**config.mk**
```make
export PLATFORM = sky130hd
export DESIGN_NAME = ins_fetch
export DESIGN_NICKNAME = d
export VERILOG_FILES = /design/src/rtl/ins_fetch.sv
export SDC_FILE = /design/constraint.sdc
export NUM_CORES = 1
export LEC_CHECK = 0
export ABC_CLOCK_PERIOD_IN_PS = 2100
export CORE_ASPECT_RATIO = 0.5
export CORE_MARGIN = 4
export CORE_UTILIZATION = 41
export DETAILED_ROUTE_END_ITERATION = 8
export GPL_TIMING_DRIVEN = 0
export PLACE_DENSITY = 0.8
export SLEW_MARGIN = 20
export SYNTH_ARGS = -nofsm -noshare
export SYNTH_HDL_FRONTEND = slang
export SYNTH_SLANG_ARGS = --single-unit
```
**constraint.sdc**
```tcl
create_clock -name clk -period 2.1 [get_ports clk]
set_clock_uncertainty 0.15 [all_clocks]
set_input_delay 0.315 -clock clk [delete_from_list [all_inputs] [get_ports clk]]
set_output_delay 0.315 -clock clk [all_outputs]
set_load 0.03 [all_outputs]
```
**src/rtl/ins_fetch.sv**
```systemverilog
// ---------------------------------------------------------------------------
// ins_fetch : instruction fetch sequencer with PC, one-entry output slot and
//             valid/ready handshake toward decode.      Revision 1.0
// ---------------------------------------------------------------------------
`default_nettype none

module ins_fetch #(
  parameter int unsigned             ADDR_W    = 16,
  parameter int unsigned             DATA_W    = 32,
  parameter logic [ADDR_W-1:0]       RESET_PC  = '0,
  parameter logic [DATA_W-1:0]       HALT_WORD = '1
) (
  input  logic              clk,
  input  logic              rst,
  input  logic              start,
  output logic [ADDR_W-1:0] mem_addr,
  input  logic [DATA_W-1:0] mem_data,
  input  logic              redirect_valid,
  input  logic [ADDR_W-1:0] redirect_pc,
  output logic              ins_valid,
  input  logic              ins_ready,
  output logic [DATA_W-1:0] ins_out,
  output logic [ADDR_W-1:0] ins_pc,
  output logic              halted,
  output logic [31:0]       fetch_count
);

  localparam logic [1:0] IDLE = 2'd0;
  localparam logic [1:0] RUN  = 2'd1;
  localparam logic [1:0] HALT = 2'd2;

  logic [1:0]        state,     state_nxt;
  logic [ADDR_W-1:0] pc,        pc_nxt;
  logic              valid_nxt;
  logic [DATA_W-1:0] out_nxt;
  logic [ADDR_W-1:0] ins_pc_nxt;
  logic [31:0]       count_nxt;

  logic slot_free;
  logic handshake;

  assign slot_free = !ins_valid || ins_ready;
  assign handshake = ins_valid && ins_ready;
  assign mem_addr  = pc;
  assign halted    = (state == HALT);

  always_comb begin
    state_nxt  = state;
    pc_nxt     = pc;
    valid_nxt  = ins_valid;
    out_nxt    = ins_out;
    ins_pc_nxt = ins_pc;
    count_nxt  = fetch_count;
    case (state)
      IDLE: begin
        if (redirect_valid) pc_nxt = redirect_pc;
        if (handshake)      valid_nxt = 1'b0;
        if (start)          state_nxt = RUN;
      end
      RUN: begin
        if (redirect_valid) begin
          pc_nxt    = redirect_pc;
          valid_nxt = 1'b0;
        end else if (slot_free) begin
          out_nxt    = mem_data;
          ins_pc_nxt = pc;
          valid_nxt  = 1'b1;
          pc_nxt     = pc + ADDR_W'(1);
          count_nxt  = fetch_count + 32'd1;
          // The halt word itself is still handed to decode.
          if (mem_data == HALT_WORD) state_nxt = HALT;
        end
      end
      HALT: begin
        if (redirect_valid) begin
          pc_nxt    = redirect_pc;
          valid_nxt = 1'b0;
          state_nxt = RUN;
        end else begin
          if (handshake) valid_nxt = 1'b0;
          if (start)     state_nxt = RUN;
        end
      end
      default: state_nxt = IDLE;
    endcase
  end

  always_ff @(posedge clk) begin
    if (rst) begin
      state       <= IDLE;
      pc          <= RESET_PC;
      ins_valid   <= 1'b0;
      ins_out     <= '0;
      ins_pc      <= '0;
      fetch_count <= '0;
    end else begin
      state       <= state_nxt;
      pc          <= pc_nxt;
      ins_valid   <= valid_nxt;
      ins_out     <= out_nxt;
      ins_pc      <= ins_pc_nxt;
      fetch_count <= count_nxt;
    end
  end

endmodule

`default_nettype wire

```
Word level (Yosys, flattened, before mapping)

Index checks and enable logic that the tools add are counted.

Logic and storage cells: 43
Flip-flop bits (word level): 99
Output and inout bits: 98

Add/subtract/negate cells: 2
Muxes and demuxes: 15
Bitwise gates (word level): 1
Eq/ne operators: 8
Reduce and logical (&&, ||, !) cells: 11

Operators with widths:

| kind                    | count |
|---|---|
| $mux W16                | 3 |
| $add A32 B1 Y32 const B | 1 |
| $eq A32 B32 Y1 const B  | 1 |
| $pmux W16 S2            | 1 |
| $add A16 B1 Y16 const B | 1 |
| $mux W2                 | 5 |
| $reduce_and A3 Y1       | 3 |
| $ne A2 B2 Y1 const B    | 3 |
| $pmux W2 S3             | 1 |
| $mux W1                 | 4 |
| $ne A3 B3 Y1 const B    | 1 |
| $pmux W1 S3             | 1 |
| $reduce_bool A3 Y1      | 1 |
| $eq A2 B1 Y1 const B    | 1 |
| $eq A2 B2 Y1 const B    | 1 |
| $logic_not A2 Y1        | 1 |
| $ne A2 B1 Y1 const B    | 1 |
| $reduce_and A2 Y1       | 1 |
| $reduce_bool A2 Y1      | 1 |
| $reduce_or A2 Y1        | 1 |
| $logic_and A1 B1 Y1     | 1 |
| $logic_not A1 Y1        | 1 |
| $logic_or A1 B1 Y1      | 1 |
| $not A1 Y1              | 1 |

Logic depth before layout (Yosys ltp)

Depth after elaboration: 5
Gate-level depth with buffers: 9
Mapped depth without buffers: 7

Worst setup path after synthesis

Ideal clock, no wire load.

Path type: flip-flop to flip-flop
Start: register state[0]
End: register pc[6] (netlist: mem_addr[6])
Setup time: 0.128 ns
Path buffers: 2
Cell stages (with the launch flop): 9
Data required time: 1.822 ns
Path slack: -0.131 ns
Data arrival time: 1.953 ns
Path through: dfxtp_1 > inv_1 > ha_1 > or3_1 > buf_2 > buf_2 > a22o_1 > a22oi_1 > nor2_1

Word-level cells in the longest chain between the ends: 4
Elaborated cells between the ends (all ways): 9

RTL lines:

| what                                                                | line | source |
|---|---|---|
| start, declared                                                     | 32   | `logic [1:0] state, state_nxt;` |
| start signal, assigned                                              | 97   | `state <= state_nxt;` |
| $eq A2 B2 Y1 (*)                                                    | n/a  |  |
| net halted                                                          | 24   | `output logic halted,` |
| $reduce_or A2 Y1 (no line) (*)                                      | n/a  |  |
| $ne A2 B1 Y1 (no line) / $reduce_bool A2 Y1 (equally long branches) | n/a  |  |
| $reduce_and A3 Y1 (no line)                                         | n/a  |  |
| end signal, assigned                                                | 98   | `pc <= pc_nxt;` |
| end, declared                                                       | 33   | `logic [ADDR_W-1:0] pc, pc_nxt;` |

Mark *: on every way through the listed nets, which the timed path passes. The rest lies on a longest branch.
A chain may end at the register's enable or synchronous reset.

Worst setup path after layout

Start: register state[0]
End: register pc[6] (netlist: mem_addr[6])

Word-level cells in the longest chain between the ends: 4
Elaborated cells between the ends (all ways): 9

RTL lines:

| what                                                                | line | source |
|---|---|---|
| $eq A2 B2 Y1 / $logic_not A2 Y1 (equally long branches)             | 54   | `case (state)` |
| $reduce_or A2 Y1 (no line)                                          | n/a  |  |
| $ne A2 B1 Y1 (no line) / $reduce_bool A2 Y1 (equally long branches) | n/a  |  |
| $reduce_and A3 Y1 (no line)                                         | n/a  |  |

Parallel ways exist; a longest one is shown, timed or not.

==> qor.yml <==
die_height_um: 81.7
synth_ff_type: "dfxtp_1"
combinational_family_with_the_most_area_after_synthesis: "simple AND/OR/NAND/NOR gates"
cts.sink_count: 99
postLayoutSetupSlackWorst_ns: -0.0465
cp.arrival_ns: 2.20
synth_compound_gate_area_share: 0.151
flow.area_growth_from_synthesis_pct: 49.3
netlist.top_cell.by_area: "dfxtp_1"
cts_root_buf: "clkbuf_16"
tightestPinTransition_ns: 0.670
leakage_nw: 2.35
drive_gt1_frac: 0.113
grt_use_met2: 0.350
die_area_mm2: 0.0127
slew-limit-headroom: 0.554
globalRoute.totalOverflow: 0
timing_max_transition_violations_final: 0
cts_tree: "built"
drc: 0
vias: 4759
io-pin-count: 151
routed_via_density: 5.44
first_global_vias: 4246
cell_rows: 26
part_of_the_yosys_area_used_for_sequential_elements: 0.445
wire_per_inst_um: 16.3
ys_ff_latch: 99
violated_checks: "negative setup slack"
drt-pass1-iter-count: 5
r2r.worst_path.cells: 7
nFillCells: 896
crit_path_start_kind: "flop"
timing.final.crit_period_ns: 2.15
synthMostInstantiatedCell: "nand2_1"
fin_worst_hold_slack_ns: 0.304
wire_length_of_the_first_global_routing_pass_mm: 21.2
synth-xor-area-share: 0.0492
floorplan.core_area_mm2: 0.0104
worst_skew_pair.late_latency_ns: 0.34
syn_nets: 615
synth_area_in_simple_gates: 0.294
postSynthAreaPerCell_um2: 8.01
postLayoutCoreUtil: 0.639
die-width_um: 155
initial_antenna_violation_count: 0
hold_depth: 2
busiest_layer: "met2"
highest_net_fanout_along_the_worst_path: 10
cts_buffer_depth: 2
critical_path_required_ns: 2.16
drv_cap: 0
gpl.final_weighted_congestion: 0.848
number_of_nets_in_the_layout: 789
post_synth_num_cell_types: 51
crit_type: "reg -> reg"
holdCritPathClass: "reg -> reg"
dp_hpwl_mm: 10.0
tns_setup_ns: -0.0526
start_util: 0.428
cts-buffers-inserted: 9
ant_nets: 0
max_freq_mhz: 466
netlist_top_cells_count: "127 x nand2_1, 99 x dfxtp_1, 65 x a21oi_1, 54 x nor2_1, 27 x nand4_1"
cts.clk_slew.worst_paths_ns: 0.07
netlist_area_mm2: 0.00445
cp-end-kind: "flop"
netlist_top_cells_area: "dfxtp_1 44%, nand2_1 11%, a21oi_1 7.3%"
pwr_density_cell_mw_per_mm2: 872
peak_supply_drop_mv: 0.500
timing.final.hold_violations: 0
slowest_delay_ns: 0.41
drt_first_iter_violations: 410
netlist.area_leader.share: 0.445
synth_adder_area_share: 0.0169
wl_mm: 14.2
largest_net_degree_at_the_start_of_global_routing: 16
async_flop_share: 0
global_route.usage.met1: 0.270
gr-usage-met3: 0.0463
place.port_buffers: 148
finalSetupViolations: 2
synth.yosys.warnings: 0
result_of_the_run: "finished with violations"
antennaDiodeCount: 0
cp_slowest_cell: "or3_4"
cells_along_the_critical_path: "clkinvlp_4, ha_4, or3_4, buf_6, a22o_1, a22oi_1, nor2_1"
grtUsageTotal: 0.206
synth_edf_count: 0
final_min_period_over_clock_period: 1.02
synth.area.mux_share: 0.00449
htree_levels: 3
synthesis.instances: 556
power breakdown:
| group | switching [W] | total, W | internal (W) |
|---|---|---|---|
| combinational | 0.00108 | 0.00188 | 0.000801 |
| clock | 0.000710 | 0.00166 | 0.000951 |
| sequential | 0.000204 | 0.00226 | 0.00205 |
flip-flops by register name, summed over array words and instances (netlist names):
name         count
ins_pc          16
ins_out         32
ins_valid        1
mem_addr        16
state            2
fetch_count     32
metrics by stage:
step	power, W	worst slack (ns)	cells	area, µm²
after floorplan	0.00326	0.0366	556	4470
after CTS	0.00557	-0.00558	860	6450
after detailed placement	0.00390	-0.369	844	6130
final	0.00580	-0.0465	875	6650
after global placement	0.00387	-0.295	844	6130
after global routing	0.00604	-0.0736	875	6650
worst paths after layout:
check,to,start,slack [ns]
min reg2reg,ins_pc[3],ins_pc[3],0.30
max reg2reg,mem_addr[6],state[0],-0.05
max,mem_addr[6],state[0],-0.05
min,ins_pc[3],ins_pc[3],0.30
layout make-up:
cell class                 instances  area [µm²]  share of cell area
multi-input combinational        416        2380               0.358
sequential                        99        1990               0.300
timing repair buffer             164        1610               0.242
clock buffer                      11         243              0.0365
tap                              140         175              0.0263
buffer                            33         159              0.0239
clock inverter                     5        52.6             0.00790
inverter                           7        32.5             0.00489
placed cells by master, fill, tap and decap left out, drive strengths merged, types with 2 or more instances in the layout:
cell / count
nor2b: 3
a21oi: 65
a2111oi: 2
nand3b: 2
nor2: 54
nor4: 6
and4: 4
a31oi: 3
nand2: 127
nand4: 28
o31ai: 3
o21ai: 16
xnor2: 6
a22o: 3
a22oi: 7
buf: 27
clkdlybuf4s50: 147
nor3: 12
xor2: 19
nand3: 13
nand2b: 3
and3: 6
a311oi: 3
or3: 7
and2: 3
mux2i: 2
clkinv: 3
dfxtp: 99
inv: 6
clkinvlp: 2
ha: 6
or4: 2
clkbuf: 33
layer usage:
metal	wire length, µm	vias up	share of wire
li1	-	2288	-
met1	6050	2242	0.42
met2	6980	201	0.49
met3	960	28	0.067
met4	247	0	0.017
met5	0	-	0
timing repair:
action	CTS	global route
buffers inserted	0	16
endpoints found under the setup margin	59	70
resized for setup	14	24
hold buffers	0	0
pin swaps	1	10
hold endpoints to repair	0	0
critical path: cells and delay by family, from the launching register on:
| kind | cells | cell delay [ns] |
|---|---|---|
| buf+inv | 2 | 0.31 |
| simple gates | 2 | 0.47 |
| fa+ha+maj | 1 | 0.21 |
| flops | 1 | 0.38 |
| compound gates | 2 | 0.48 |
logic make-up after synthesis:
family,after synthesis
compound gates,113
xor+xnor,25
fa+ha+maj,6
buf+inv,41
flops,99
mux,2
simple gates,270
No activity file was read; power rests on OpenSTA's default activity.
